[config.mk]
export PLATFORM = sky130hd
export DESIGN_NAME = add_comp_datapath_flat
export DESIGN_NICKNAME = d
export VERILOG_FILES = /design/src/rtl/add_comp_datapath_if.sv /design/src/rtl/add_comp_datapath.sv /design/src/flat_wrapper.sv
export SDC_FILE = /design/constraint.sdc
export NUM_CORES = 1
export LEC_CHECK = 0
export ABC_AREA = 1
export CORE_MARGIN = 2
export CORE_UTILIZATION = 30
export DETAILED_ROUTE_END_ITERATION = 7
export PLACE_DENSITY = 0.64
export SYNTH_ARGS = -nofsm -noshare
export SYNTH_HDL_FRONTEND = slang
export SYNTH_SLANG_ARGS = --single-unit
[constraint.sdc]
create_clock -name CLK -period 2.9 [get_ports CLK]
set_input_delay 0.29 -clock CLK [delete_from_list [all_inputs] [get_ports CLK]]
set_output_delay 0.29 -clock CLK [all_outputs]
set_load 0.01 [all_outputs]
[src/rtl/add_comp_datapath_if.sv]
// Operand/strobe/status bundle between a control unit (master) and add_comp_datapath (slave).
interface add_comp_datapath_if #(
  parameter int unsigned WIDTH = 8,
  parameter int unsigned CNT_W = 8
);
  logic             in_valid;
  logic             in_ready;
  logic [WIDTH-1:0] a;
  logic [WIDTH-1:0] b;
  logic             we;
  logic             s;
  logic             x;
  logic [WIDTH-1:0] sum_q;
  logic             ovf;
  logic             last_small;
  logic             err;
  logic [CNT_W-1:0] op_count;

  modport master (
    output in_valid, a, b, we, s,
    input  in_ready, x, sum_q, ovf, last_small, err, op_count
  );

  modport slave (
    input  in_valid, a, b, we, s,
    output in_ready, x, sum_q, ovf, last_small, err, op_count
  );
endinterface

[src/rtl/add_comp_datapath.sv]
// Add/compare datapath: latches an operand pair, sums it on the write strobe and
// exposes a "sum < THRESH" flag during the compare phase.
module add_comp_datapath #(
  parameter int unsigned WIDTH  = 8,
  parameter int unsigned THRESH = 100,
  parameter int unsigned CNT_W  = 8
) (
  input logic                CLK,
  input logic                reset,
  add_comp_datapath_if.slave bus
);

  localparam logic [WIDTH-1:0] Thresh = WIDTH'(THRESH);

  typedef enum logic [1:0] {StIdle, StLoaded, StSummed} state_e;

  state_e           state_q, state_d;
  logic [WIDTH-1:0] a_q, a_d;
  logic [WIDTH-1:0] b_q, b_d;
  logic [WIDTH-1:0] sum_reg_q, sum_reg_d;
  logic             ovf_q, ovf_d;
  logic             last_small_q, last_small_d;
  logic             err_q, err_d;
  logic [CNT_W-1:0] op_count_q, op_count_d;

  logic [WIDTH:0]   add_full;
  logic             x;
  logic             proto_err;

  assign add_full = {1'b0, a_q} + {1'b0, b_q};

  // Overflowed sums count as large regardless of their truncated value.
  assign x = (state_q == StSummed) && !ovf_q && (sum_reg_q < Thresh);

  assign proto_err = (bus.we && bus.s)
                   || (bus.we && (state_q != StLoaded))
                   || (bus.s && !bus.we && (state_q != StSummed));

  always_comb begin
    state_d      = state_q;
    a_d          = a_q;
    b_d          = b_q;
    sum_reg_d    = sum_reg_q;
    ovf_d        = ovf_q;
    last_small_d = last_small_q;
    err_d        = err_q;
    op_count_d   = op_count_q;

    // A bad strobe only raises err; it never advances the datapath.
    if (proto_err) begin
      err_d = 1'b1;
    end else begin
      unique case (state_q)
        StIdle: begin
          if (bus.in_valid) begin
            a_d     = bus.a;
            b_d     = bus.b;
            state_d = StLoaded;
          end
        end
        StLoaded: begin
          if (bus.we && !bus.s) begin
            sum_reg_d = add_full[WIDTH-1:0];
            ovf_d     = add_full[WIDTH];
            state_d   = StSummed;
          end
        end
        StSummed: begin
          if (bus.s && !bus.we) begin
            last_small_d = x;
            op_count_d   = op_count_q + CNT_W'(1);
            state_d      = StIdle;
          end
        end
        default: state_d = StIdle;
      endcase
    end
  end

  always_ff @(posedge CLK) begin
    if (reset) begin
      state_q      <= StIdle;
      a_q          <= '0;
      b_q          <= '0;
      sum_reg_q    <= '0;
      ovf_q        <= 1'b0;
      last_small_q <= 1'b0;
      err_q        <= 1'b0;
      op_count_q   <= '0;
    end else begin
      state_q      <= state_d;
      a_q          <= a_d;
      b_q          <= b_d;
      sum_reg_q    <= sum_reg_d;
      ovf_q        <= ovf_d;
      last_small_q <= last_small_d;
      err_q        <= err_d;
      op_count_q   <= op_count_d;
    end
  end

  assign bus.in_ready   = (state_q == StIdle);
  assign bus.x          = x;
  assign bus.sum_q      = sum_reg_q;
  assign bus.ovf        = ovf_q;
  assign bus.last_small = last_small_q;
  assign bus.err        = err_q;
  assign bus.op_count   = op_count_q;

endmodule

[src/flat_wrapper.sv]
// flat-port wrapper written by rule: the top's interface ports become plain ports
module add_comp_datapath_flat 
#(
  parameter int unsigned WIDTH  = 8,
  parameter int unsigned THRESH = 100,
  parameter int unsigned CNT_W  = 8
)
  (CLK, reset, bus_in_valid, bus_a, bus_b, bus_we, bus_s, bus_in_ready, bus_x, bus_sum_q, bus_ovf, bus_last_small, bus_err, bus_op_count);
  add_comp_datapath_if #(.WIDTH(WIDTH), .CNT_W(CNT_W)) bus_i ();
  input logic CLK;
  input logic reset;
  input wire logic [$bits(bus_i.in_valid)-1:0] bus_in_valid;
  input wire logic [$bits(bus_i.a)-1:0] bus_a;
  input wire logic [$bits(bus_i.b)-1:0] bus_b;
  input wire logic [$bits(bus_i.we)-1:0] bus_we;
  input wire logic [$bits(bus_i.s)-1:0] bus_s;
  output wire logic [$bits(bus_i.in_ready)-1:0] bus_in_ready;
  output wire logic [$bits(bus_i.x)-1:0] bus_x;
  output wire logic [$bits(bus_i.sum_q)-1:0] bus_sum_q;
  output wire logic [$bits(bus_i.ovf)-1:0] bus_ovf;
  output wire logic [$bits(bus_i.last_small)-1:0] bus_last_small;
  output wire logic [$bits(bus_i.err)-1:0] bus_err;
  output wire logic [$bits(bus_i.op_count)-1:0] bus_op_count;
  assign bus_i.in_valid = bus_in_valid;
  assign bus_i.a = bus_a;
  assign bus_i.b = bus_b;
  assign bus_i.we = bus_we;
  assign bus_i.s = bus_s;
  assign bus_in_ready = bus_i.in_ready;
  assign bus_x = bus_i.x;
  assign bus_sum_q = bus_i.sum_q;
  assign bus_ovf = bus_i.ovf;
  assign bus_last_small = bus_i.last_small;
  assign bus_err = bus_i.err;
  assign bus_op_count = bus_i.op_count;
  add_comp_datapath #(.WIDTH(WIDTH), .THRESH(THRESH), .CNT_W(CNT_W)) u_core (.CLK(CLK), .reset(reset), .bus(bus_i));
endmodule
==> flow_summary.json <==
{
  "die_y_um": 85.6,
  "grt_use_total": 0.125,
  "period_minus_slack_ps": 2130,
  "synth_commonest_cells": "49 x nand2_1, 39 x nor2_1, 37 x dfxtp_1",
  "nets": 351,
  "min_period_over_period": 0.734,
  "ctsHoldBuffers": 0,
  "grt_pass1_wl_um": 7400,
  "multiInputGateArea_um2": 1050,
  "hold_class": "flip-flop to flip-flop",
  "synth_edf_count": 0,
  "setup_tns_ps": 0,
  "finalMaxSlewViolations": 0,
  "cp_max_fo": 5,
  "cpPeakStageDelay_ps": 580,
  "tritoncts": "built",
  "worstHoldStart": "u_core.a_q[7]",
  "grt_max_degree": 27,
  "syn-num-nets": 308,
  "holdPathEnd": "u_core.a_q[7]",
  "place.gp.congestion": 0.913,
  "synth_cell_types": 34,
  "drt-pass1-iter-count": 4,
  "clock-root-buffer": "clkbuf_8",
  "path_class": "flip-flop to output port",
  "worst_r2r_startpoint": "u_core.b_q[0]",
  "power_leakage_nw": 1.09,
  "ys_ff_latch": 37,
  "dr.first_iter.drc_count": 99,
  "ys.flop_type": "dfxtp_1",
  "drive_above_1_share": 0.0935,
  "min_path_cells": 2,
  "numCtsBuffers": 5,
  "drv_cap": 0,
  "vias_per_cell": 4.63,
  "reg2reg_depth": 10,
  "synth_top_area_cell": "dfxtp_1",
  "ys_warn_count": 0,
  "cts.sinks": 37,
  "io_pins": 42,
  "yosysSeqAreaShare": 0.371,
  "clockBufferDepth": 2,
  "syn_to_final_growth_pct": 27.1,
  "fp.dieW_um": 85.6,
  "r2r_end": "u_core.bus.sum_q[6]",
  "diodes": 0,
  "core_area_um2": 6390,
  "port_buffers": 41,
  "grt_pass1_vias": 1611,
  "crit_slowest_cell": "clkdlybuf4s50_1",
  "cts_resized": 0,
  "htree_levels": 2,
  "hold_violations": 0,
  "cp_top_family": "buffers and inverters",
  "routedWlPerCell_um": 11.1,
  "p_per_area_nw_per_um2": 420,
  "regArea_um2": 741,
  "status": "finished clean",
  "synth_cells": 277,
  "vias": 1844,
  "die_area_um2": 7320,
  "arrival_ps": 1840,
  "start_kind": "flip-flop",
  "clock_latency_ps": 290,
  "cp_cell_sequence": "inv_1 -> nor2_2 -> nand3_1 -> a31oi_1 -> clkdlybuf4s50_1",
  "finClkSkew_ps": 7.34,
  "postRouteAntennaNets": 0,
  "netlist.area_leader.share": 0.371,
  "drt-total-wl_um": 4440,
  "async_flop_share": 0,
  "postCtsSetupBuffers": 0,
  "power_mw": 1.07,
  "dpl.hpwl_um": 3350,
  "vdd_drop_max_v": 0.000176,
  "drc": 0,
  "relSlewSlack": 0.496,
  "max_freq_mhz": 470,
  "syn_area_um2": 2000,
  "end_kind": "output port",
  "synthTopCellsByArea": "dfxtp_1 37%, nand2_1 9.2%, nor2_1 7.3%, inv_1 6.8%, a21oi_1 6.3%",
  "synth.avg_cell_area_um2": 7.21,
  "rsz0062_at_grt": "false",
  "num-fill-cells": 689,
  "clk_pin_slew_ps": 80,
  "setup_viol": 0,
  "crit_required_ps": 2610,
  "yosys.cell_count.top_type": "nand2_1",
  "grt_overflow": 0,
  "critPathBufInv": 2,
  "antenna_found_initial": 0,
  "rows": 29,
  "max_slew.worst_pin.slew_ps": 756,
  "start_util": 0.313,
  "reg2reg_slack_ps": 1220
}
## per-layer routing
layer  routed length (um)  track usage
met5                    0            0
met1                 2240        0.171
met3                  234       0.0269
met2                 1890        0.195
met4                   73       0.0476
## through the flow
stage	setup WS (ps)	hold slack, ps	cells	utilization	area [um^2]
finish	772	484	398	0.397	2540
global route	625	504	398	0.397	2540
CTS	761	486	398	0.397	2540
detailed placement	839	464	390	0.384	2450
global placement	887	465	390	0.384	2450
floorplan	1410	424	277	-	2000
## cell families after synthesis
kind of cell,after synthesis,synth area share
AO/OA/AOI/OAI,59,0.165
flip-flops,37,0.371
AND/OR/NAND/NOR,126,0.291
adder cells (fa/ha/maj),10,0.0664
buffers and inverters,44,0.102
XOR/XNOR,1,0.00439
## how the worst max path moves through the flow
stage / start / end / cells after the start
after floorplan: u_core.b_q[0] / u_core.bus.sum_q[6] / 10
after global placement: reset / u_core.bus.op_count[0] / 4
after detailed placement: reset / u_core.bus.sum_q[2] / 4
after CTS: u_core.state_q[1] / bus_x / 5
after global routing: u_core.state_q[1] / bus_x / 5
final: u_core.state_q[1] / bus_x / 5
## where the power goes
group	total, mW	leakage, nW	switching (mW)	internal [mW]
combinational	0.166	0.745	0.0890	0.0766
sequential	0.541	0.301	0.0134	0.528
clock	0.359	0.0450	0.192	0.167
## final cells by class
class / instances / area share
tap: 77 / 0.0380
timing repair buffer: 43 / 0.168
inverter: 37 / 0.0552
multi-input combinational: 196 / 0.415
sequential: 37 / 0.292
clock inverter: 2 / 0.00394
clock buffer: 6 / 0.0286
## worst register-to-register path: stages, from the launching register on
cell      delay, ps
dfxtp_1         320
ha_1            220
fa_1            400
nand2_1          90
nand2_1         120
nand3b_1        130
nand2_1          60
nand2_1          60
nand3_1          70
nand2_1          90
inv_1            30
## cells in the final DEF, fill, tap and decap left out, types with 2 or more instances in the layout
master / netlist / layout
a21oi_1: 25 / 25
a21oi_2: 2 / 2
buf_4: 1 / 2
clkbuf_8: 1 / 5
clkdlybuf4s50_1: 0 / 41
clkinv_2: 1 / 3
dfxtp_1: 37 / 37
ha_1: 9 / 9
inv_1: 36 / 36
nand2_1: 49 / 49
nand2_2: 5 / 5
nand2_4: 2 / 2
nand3_1: 18 / 18
nand3b_1: 3 / 3
nand4_1: 2 / 2
nor2_1: 39 / 39
nor2_2: 2 / 2
o211ai_1: 2 / 2
o21ai_0: 20 / 20
o21ai_1: 3 / 3
o21ai_2: 5 / 5
## state kept, by name (all words and copies together) (netlist names)
register               flops
u_core.b_q                 8
u_core.bus.err             1
u_core.bus.op_count        8
u_core.state_q             2
u_core.bus.last_small      1
u_core.a_q                 8
u_core.bus.ovf             1
u_core.bus.sum_q           8
Power figures use the tool's default switching activity.
